<file path="config.mk">
export PLATFORM = sky130hd
export DESIGN_NAME = ldst_unit
export DESIGN_NICKNAME = d
export VERILOG_FILES = /design/src/rtl/ldst_unit.sv
export SDC_FILE = /design/constraint.sdc
export NUM_CORES = 1
export LEC_CHECK = 0
export BUFFER_PORTS_ARGS = -buffer_cell sky130_fd_sc_hd__buf_2
export CORE_MARGIN = 3
export CORE_UTILIZATION = 59
export CTS_BUF_LIST = sky130_fd_sc_hd__clkbuf_4
export DETAILED_ROUTE_END_ITERATION = 10
export PLACE_DENSITY = 0.95
export SETUP_SLACK_MARGIN = 0.2
export SYNTH_ARGS = -nofsm -noshare
export SYNTH_HDL_FRONTEND = slang
export SYNTH_SLANG_ARGS = --single-unit
</file>
<file path="constraint.sdc">
create_clock -name i_clk -period 10.7 [get_ports i_clk]
set_input_delay 3.21 -clock i_clk [delete_from_list [all_inputs] [get_ports i_clk]]
set_output_delay 3.21 -clock i_clk [all_outputs]
set_load 0.005 [all_outputs]
</file>
<file path="src/rtl/ldst_unit.sv">
// Load/store sequencer: forms base+sext(imm), checks alignment and range, issues one
// memory-stage access and returns load data to writeback.
module ldst_unit #(
    parameter int XLEN     = 64,
    parameter int DEPTH    = 32,
    parameter int ADDR_LSB = 3
) (
    input  logic            i_clk,
    input  logic            i_rst,
    input  logic            i_start,
    input  logic            i_is_load,
    input  logic            i_is_store,
    input  logic [XLEN-1:0] i_base,
    input  logic [11:0]     i_imm,
    input  logic [XLEN-1:0] i_st_data,
    input  logic [4:0]      i_rd,
    input  logic [XLEN-1:0] i_mem_rdata,
    output logic [2:0]      o_mem_sup,
    output logic            o_mem_read,
    output logic            o_mem_write,
    output logic [XLEN-1:0] o_mem_addr,
    output logic [XLEN-1:0] o_mem_wdata,
    output logic            o_busy,
    output logic            o_wb_valid,
    output logic [4:0]      o_wb_rd,
    output logic [XLEN-1:0] o_wb_data,
    output logic            o_done,
    output logic            o_fault,
    output logic [2:0]      o_dbg_state
);

    // Handshake: i_start is a one-cycle request taken only while o_busy=0 (and is_load or
    // is_store set); every accepted request ends with exactly one o_done pulse, and a new
    // i_start is accepted from the cycle after that pulse. Requests seen while busy are dropped.

    localparam logic [2:0] S_IDLE   = 3'd0;
    localparam logic [2:0] S_ADDR   = 3'd1;
    localparam logic [2:0] S_ACCESS = 3'd2;
    localparam logic [2:0] S_WAIT   = 3'd3;
    localparam logic [2:0] S_WB     = 3'd4;
    localparam logic [2:0] S_DONE   = 3'd5;
    localparam logic [2:0] S_FAULT  = 3'd6;

    localparam logic [XLEN-1:0] L_DEPTH = XLEN'(DEPTH);

    logic [2:0]      r_state;
    logic [2:0]      w_next_state;
    logic            r_is_load;
    logic            r_is_store;
    logic [XLEN-1:0] r_base;
    logic [11:0]     r_imm;
    logic [XLEN-1:0] r_st_data;
    logic [4:0]      r_rd;
    logic [XLEN-1:0] r_index;
    logic [4:0]      r_wb_rd;
    logic [XLEN-1:0] r_wb_data;

    logic            w_accept;
    logic [XLEN-1:0] w_ea;
    logic [XLEN-1:0] w_ea_index;
    logic            w_misaligned;
    logic            w_out_of_range;
    logic            w_kind_conflict;
    logic            w_fault;
    logic            w_in_access;

    assign w_accept = (r_state == S_IDLE) && i_start && (i_is_load || i_is_store);

    // Effective address wraps modulo 2^XLEN; the range check applies to the wrapped value.
    assign w_ea            = r_base + {{(XLEN-12){r_imm[11]}}, r_imm};
    assign w_ea_index      = w_ea >> ADDR_LSB;
    assign w_misaligned    = |w_ea[ADDR_LSB-1:0];
    assign w_out_of_range  = (w_ea_index >= L_DEPTH);
    assign w_kind_conflict = r_is_load && r_is_store;
    assign w_fault         = w_misaligned || w_out_of_range || w_kind_conflict;

    always_comb begin
        w_next_state = r_state;
        case (r_state)
            S_IDLE:   if (w_accept) w_next_state = S_ADDR;
            S_ADDR:   w_next_state = w_fault ? S_FAULT : S_ACCESS;
            S_ACCESS: w_next_state = r_is_load ? S_WAIT : S_DONE;
            S_WAIT:   w_next_state = S_WB;
            S_WB:     w_next_state = S_IDLE;
            S_DONE:   w_next_state = S_IDLE;
            S_FAULT:  w_next_state = S_IDLE;
            default:  w_next_state = S_IDLE;
        endcase
    end

    always_ff @(posedge i_clk) begin
        if (i_rst) begin
            r_state    <= S_IDLE;
            r_is_load  <= 1'b0;
            r_is_store <= 1'b0;
            r_base     <= '0;
            r_imm      <= '0;
            r_st_data  <= '0;
            r_rd       <= '0;
            r_index    <= '0;
            r_wb_rd    <= '0;
            r_wb_data  <= '0;
        end else begin
            r_state <= w_next_state;
            if (w_accept) begin
                r_is_load  <= i_is_load;
                r_is_store <= i_is_store;
                r_base     <= i_base;
                r_imm      <= i_imm;
                r_st_data  <= i_st_data;
                r_rd       <= i_rd;
            end
            if (r_state == S_ADDR) begin
                r_index <= w_ea_index;
            end
            // Memory read data is registered by the memory, so it is valid during WAIT.
            if (r_state == S_WAIT) begin
                r_wb_data <= i_mem_rdata;
                r_wb_rd   <= r_rd;
            end
        end
    end

    assign w_in_access = (r_state == S_ACCESS) && !i_rst;

    assign o_mem_sup   = w_in_access ? 3'b011 : 3'b000;
    assign o_mem_read  = w_in_access && r_is_load && !r_is_store;
    assign o_mem_write = w_in_access && r_is_store && !r_is_load;
    assign o_mem_addr  = (r_state == S_ACCESS) ? r_index : '0;
    assign o_mem_wdata = ((r_state == S_ACCESS) && r_is_store) ? r_st_data : '0;

    assign o_busy      = (r_state != S_IDLE);
    assign o_wb_valid  = (r_state == S_WB);
    assign o_wb_rd     = r_wb_rd;
    assign o_wb_data   = r_wb_data;
    assign o_done      = (r_state == S_WB) || (r_state == S_DONE) || (r_state == S_FAULT);
    assign o_fault     = (r_state == S_FAULT);
    assign o_dbg_state = r_state;

endmodule
</file>
* Yosys cells after proc, flatten, opt, wreduce, memory -nomap -nowiden
Cells that the tools add are included.
** Storage, ports and cells
- Bits in registers :: 280
- Input port bits :: 214
- Output and inout bits :: 209
- Logic and storage cells :: 46
** Cells by class
- $add $sub $neg :: 1
- $lt $le $gt $ge :: 1
- Eq/ne operators :: 7
- Muxes and demuxes :: 7
- Reduce and logical (&&, ||, !) cells :: 20
** Operator list (number)
- 64-bit adder :: 1
- 64-bit two-way mux :: 1
- 61-bit by 6-bit >= comparator with 1-bit output, second input constant :: 1
- 61-bit two-way mux :: 1
- 3-bit case mux with 4 select lines :: 1
- 3-bit equality test, second input constant :: 3
- 1-bit logical AND :: 9
- 3-bit two-way mux :: 3
- 3-bit by 2-bit equality test with 1-bit output, second input constant :: 2
- 1-bit logical OR :: 5
- 3-bit by 1-bit equality test with 1-bit output, second input constant :: 1
- 1-bit zero test :: 3
- 3-bit zero test :: 1
- 3-bit nonzero test :: 1
- 3-bit OR reduction :: 1
- 2-bit two-way mux :: 1
- 2-bit inequality test, second input constant :: 1

* Logic depth before layout (Yosys ltp)
Gate-level depths: netlist of run 1.
- Depth in word-level cells :: 6
- Depth in mapped cells :: 13
- Depth with buffers taken out :: 13

* Worst setup path before layout of run 1
Ideal clock, no wire load.
- Kind :: input -> output
- Start :: in i_rst
- End :: out o_mem_read
- Arrival time :: 3.871 ns
- Data required time :: 7.490 ns
- Slack :: 3.619 ns
- Stages on the path :: 3
- Path buffers :: 2
- Cell sequence :: clkbuf_1 -> clkbuf_1 -> nor4_1
** On the way
- Word-level cells in the longest chain between the ends :: 4
** RTL lines
- start: declaration :: RTL line 9 : input logic i_rst,
- 1-bit zero test :: RTL line 124 : assign w_in_access = (r_state == S_ACCESS) && !i_rst;
- 1-bit logical AND :: RTL line 124
- 1-bit logical AND (2 in series) :: RTL line 127 : assign o_mem_read = w_in_access && r_is_load && !r_is_store;
- end: declaration :: RTL line 19 : output logic o_mem_read,
No other way between the ends.

* Worst setup path in the final report of run 1
- Start :: in i_rst
- End :: out o_mem_write
** On the way
- Word-level cells in the longest chain between the ends :: 4
** RTL lines
- 1-bit zero test :: RTL line 124
- 1-bit logical AND :: RTL line 124
- 1-bit logical AND (2 in series) :: RTL line 128 : assign o_mem_write = w_in_access && r_is_store && !r_is_load;
- end: declaration :: RTL line 20 : output logic o_mem_write,
No other way between the ends.

==> impl_metrics.toml, run 1 <==
[global_routing]
grt_pass1_wl_mm = 82.8
grt_pass1_vias = 15500
grt_max_degree = 95
antenna_found_initial = 2
grt.total_usage_pct = 36.5
grt_overflow_total = 0

[timing]
timing.fmax_mhz = 139
worst_pin_slew_ps = 1310
tns_ps = 0
max_slew_margin_pct = 12.5
rsz0062_at_grt = "false"
fin_ws_ps = 3510
skew_ps = 66.8
report.final.slew_viol_count = 0
hold_slack_ps = 416
finalSetupViolCount = 0
finalCritPeriodShare_pct = 67.2
final-hold-violation-count = 0
min_period_ps = 7190

[critical_path]
r2r-start = "r_imm[11]"
timing_worst_setup_path_type = "in2out"
crit_arrival_ps = 3980
crit_start = "i_rst"
worstPathMaxFanout = 47
setup.worst_path.end_class = "primary output"
startpoint_type = "input port"
crit_required_ps = 7490

[min_path]
min_from = "r_rd[2]"
holdCritPathClass = "reg2reg"

[flow_run]
max_cap_viol_count = 0

[clock_tree]
clockRootBuffer = "clkbuf_4"
ctsHoldBuffers = 0
tritoncts = "yes"
postCtsSetupRepairBufs = 0
clock-sinks = 280
path_clk_slew_ps = 80
clk_latency_ps = 720
cts_buffers = 72
cts_resized = 0
htreeDepth = 3
cts_buffer_depth = 3

[synthesis]
async_reset_ff_share_pct = 0
synthDistinctLibCells = 88
synth_area_per_cell_um2 = 7.37
synthCells = 2057
yosysWarnings = 0
synth-edff-count = 0
ys_ff_latch = 280
synth-seq-area-share_pct = 37.0
synth-main-ff-cell = "dfxtp_1"
netlist_area_um2 = 15200

[route]
dr.pass1.iters = 6
routed_wl_mm = 53.3
drt-vias-per-instance = 5.99
routedWlPerCell_um = 19.0
ant_nets = 0
drc = 0
vias = 16800
drtIter0Drc = 1738

[cells_and_area]
instances_no_fill = 2802
syn_to_final_growth_pct = 19.5
drive_gt1_share_pct = 23.9
post-route-util_pct = 71.9
fin_nets = 2694
fillers = 2004

[outcome]
outcome = "finished clean"

[placement]
hpwlAfterDp_mm = 38.6
placed_cells = 2672
io_buffers = 418
place_congestion = 1.04
pre_cts_ws_ps = 3530

[floorplan]
initial_core_util_pct = 60.2
fp.dieW_um = 166
rows = 58
die-area_um2 = 27600
io_pins = 423
core-area_um2 = 25200
die_height_um = 166

[pwr]
ir_worst_vdd_mv = 0.109
leakage_uw = 0.00845
power.density_nw_per_um2 = 140
==> through the flow <==
step / power (uW) / cell area, um2
finish: 2540 / 18100
CTS: 2540 / 18100
detailed placement: 1650 / 17200
global route: 2660 / 18100
global placement: 1630 / 17200
floorplan: 1490 / 15200
==> worst paths after layout <==
| kind | slack [ps] | endpoint | cells past startpoint |
|---|---|---|---|
| max reg2reg | 5920 | o_dbg_state[2] | 13 |
| min reg2reg | 420 | o_wb_rd[2] | 2 |
| min | 420 | o_wb_rd[2] | 2 |
| max | 3510 | o_mem_write | 4 |
==> layout by cell type (no fill, tap or decap), types with 17 or more instances in the layout <==
cell type  count
xor2_1        17
and3_1       137
clkbuf_4     100
nand4_1       27
nor3_1        20
buf_2        417
o21ai_0       47
ha_1          63
nor2_1        80
a21oi_1      345
nand2_1      590
dfxtp_1      278
xnor2_1       36
a21o_1        24
==> registers in the layout (all words and copies together), names as in the netlist <==
register and cells:
r_imm 12, r_index 61, r_rd 5, o_dbg_state 3, r_is_load 1, r_is_store 1, r_st_data 64, r_base 64
o_wb_rd 5, o_wb_data 64
==> routing by layer <==
metal	vias to the layer above	part of all wire (%)	track usage (%)	wire length (um)
met3	169	11	10.7	5690
met4	0	4.5	16.4	2420
met2	910	46	59.6	24400
met5	-	0	0	0
li1	7890	-	-	-
met1	7818	39	45.0	20800
==> logic make-up (layout without fill, tap and decap cells) <==
logic type               Yosys count  in the layout  share of synthesized area, %
flip-flops                       280            280                          37.0
other                              1              7                        0.0247
XOR/XNOR                          53             53                          3.06
adder cells (fa/ha/maj)           64             64                          5.33
AO/OA/AOI/OAI                    545            545                          21.7
AND/OR/NAND/NOR                  945            945                          28.2
buffers and inverters            166            575                          4.48
multiplexers                       3              3                         0.198
==> report_power, final <==
group / switching [uW] / internal [uW]
clock network: 459 / 440
registers: 43.9 / 1100
logic: 326 / 167
==> synth_stat cells (6+ instances only) <==
cell / count / area share, %
or3_1: 11 / 0.45
a21o_1: 24 / 1.2
o21ai_0: 47 / 1.6
and2_1: 10 / 0.41
nand4_1: 27 / 1.1
nand3_1: 12 / 0.40
o21bai_1: 12 / 0.59
a21oi_1: 345 / 11
buf_4: 7 / 0.35
xor2_1: 17 / 0.98
ha_1: 63 / 5.2
nor4_1: 9 / 0.37
inv_1: 16 / 0.40
and3_1: 137 / 5.7
buf_2: 11 / 0.36
buf_1: 6 / 0.15
nor2b_1: 6 / 0.25
o21a_1: 12 / 0.59
nor2_1: 83 / 2.1
nor3_1: 20 / 0.66
xnor2_1: 36 / 2.1
o21ai_1: 10 / 0.33
clkbuf_1: 124 / 3.1
nand2b_1: 6 / 0.25
a211o_1: 7 / 0.40
o211ai_1: 6 / 0.30
dfxtp_1: 280 / 37
nand2_1: 590 / 15
a211oi_1: 9 / 0.45
==> worst max-delay path, cell delays in order <==
cell      delay [ps]
clkbuf_8         300
nor2_1           130
and3_1           190
buf_2            120
==> final cells by class <==
cell class                      count  area, um2  area share, %
Inverter                           16       60.1          0.332
Timing Repair Buffer              432       2210           12.2
Clock buffer                      100        751           4.15
Antenna cell                        3       7.51         0.0415
Sequential cell                   280       5610           31.0
Clock inverter                     27        134          0.740
Tap cell                          330        413           2.28
Multi-Input combinational cell   1614       8920           49.3
(Power assumes the default switching activity.)
==> run 2, diff against run 1 <==
Settings changed: CORE_UTILIZATION 59 to 49, PLACE_DENSITY 0.95 to 0.86.
Clock period 10.7 ns to 6.4 ns, I/O delays scaled along.
==> run 2 against run 1 <==
Against the previous run:
- combinational power up 65%
- non-clock buffer count unchanged
- final area grew 0.81%
- worst hold slack improved by 12 ps
==> impl_metrics.toml, run 2 (synthesis gave the netlist of run 1 again) <==
[outcome]
outcome = "finished clean"

[clock_tree]
path_clk_slew_ps = 60
cts_buffers = 76
clock-sinks = 280
clockRootBuffer = "clkbuf_4"
cts_buffer_depth = 3
postCtsSetupRepairBufs = 0
clk_latency_ps = 740
cts_resized = 0
ctsHoldBuffers = 0
htreeDepth = 3
tritoncts = "yes"

[route]
drt-vias-per-instance = 5.73
ant_nets = 0
routed_wl_mm = 52.8
drtIter0Drc = 1297
drc = 0
dr.pass1.iters = 7
routedWlPerCell_um = 18.5
vias = 16400

[cells_and_area]
drive_gt1_share_pct = 24.2
mostFrequentLayoutCell = "nand2_1"
fillers = 2727
syn_to_final_growth_pct = 20.4
layout_common_cells = "nand2_1 (590), buf_2 (417), a21oi_1 (345)"
fin_nets = 2698
instances_no_fill = 2859
stdcell_area_um2 = 18200

[timing]
hold_slack_ps = 428
skew_ps = 52.6
min_period_ps = 4930
timing.fmax_mhz = 203
rsz0062_at_grt = "false"
finalSetupViolCount = 0
report.final.slew_viol_count = 0
finalCritPeriodShare_pct = 77.0
final-hold-violation-count = 0
tns_ps = 0
worst_pin_slew_ps = 1190
max_slew_margin_pct = 20.3

[global_routing]
grt_overflow_total = 0
grt_max_degree = 111
met2_usage_pct = 48.1
grt_pass1_wl_mm = 81.1
grt_busiest_layer = "met2"
use_met3_pct = 6.27
antenna_found_initial = 6
globalRouteMet1Util_pct = 37.6
grt_pass1_vias = 15500
grt.total_usage_pct = 30.0

[floorplan]
initial_core_util_pct = 50.5
core-area_um2 = 30000
fp.dieW_um = 182
die_height_um = 182
die-area_um2 = 33100
io_pins = 423
rows = 63

[placement]
place_congestion = 1.02
hpwlAfterDp_mm = 38.9
placed_area_um2 = 17300
placed_cells = 2732
io_buffers = 418

[critical_path]
setup.worst_path.end_class = "primary output"
worstPathMaxFanout = 110
timing_worst_setup_path_type = "in2out"
crit_slowest_cell = "clkbuf_8"
slowest_delay_ps = 480
crit_required_ps = 4480
startpoint_type = "input port"
path_cells = "clkbuf_8 -> nor2_1 -> and3_1 -> buf_2"
crit_arrival_ps = 3010

[pwr]
ir_worst_vdd_mv = 0.138
leakage_uw = 0.00850
power_uw = 4370
power.density_nw_per_um2 = 240

[min_path]
holdCritPathClass = "reg2reg"

[flow_run]
max_cap_viol_count = 0
[run 2: cell count changes in the layout (fill, tap and decap cells not counted), sizes merged]
cell	before	now
clkinv	22	11
clkbuf	101	108
bufinv	0	2
clkinvlp	2	1
[run 2: final cells by class]
class	count	area [um2]	area share, %
clock inverter	17	150	0.823
clock buffer	107	803	4.40
timing repair buffer	432	2210	12.1
antenna	3	7.51	0.0411
inverter	16	60.1	0.329
sequential	280	5610	30.7
tap	390	488	2.67
multi-input combinational	1614	8920	48.9
[run 2: worst max-delay path: cells and delay by family]
kind / cells / cell delay [ps]
buffers and inverters: 2 / 600
and+or+nand+nor: 2 / 370
[run 2: worst paths after layout]
kind / start / endpoint / slack (ps) / depth (start not counted)
max: i_rst / o_mem_write / 1470 / 4
min: r_rd[3] / o_wb_rd[3] / 430 / 2
max reg2reg: r_imm[11] / o_dbg_state[2] / 1710 / 12
min reg2reg: r_rd[3] / o_wb_rd[3] / 430 / 2
[run 2: per-layer routing]
layer,wire (um),share of wire (%)
met1,21200,40
met2,24000,45
met3,4690,8.9
met4,2850,5.4
met5,37,0.070
[run 2: per-stage QoR]
step / util (%) / worst slack, ps
after floorplan: - / 1900
after global placement: 57.6 / 1490
after detailed placement: 57.6 / 1480
after CTS: 60.7 / 1470
after global routing: 60.8 / 1330
final: 60.8 / 1470
[run 2: report_power, final]
| group | leakage (uW) | internal, uW | switching (uW) | total, uW |
|---|---|---|---|---|
| Clock | 0.000567 | 855 | 780 | 1630 |
| Sequential | 0.00228 | 1840 | 80.0 | 1920 |
| Combinational | 0.00565 | 281 | 534 | 815 |
| Total | 0.00850 | 2980 | 1390 | 4370 |
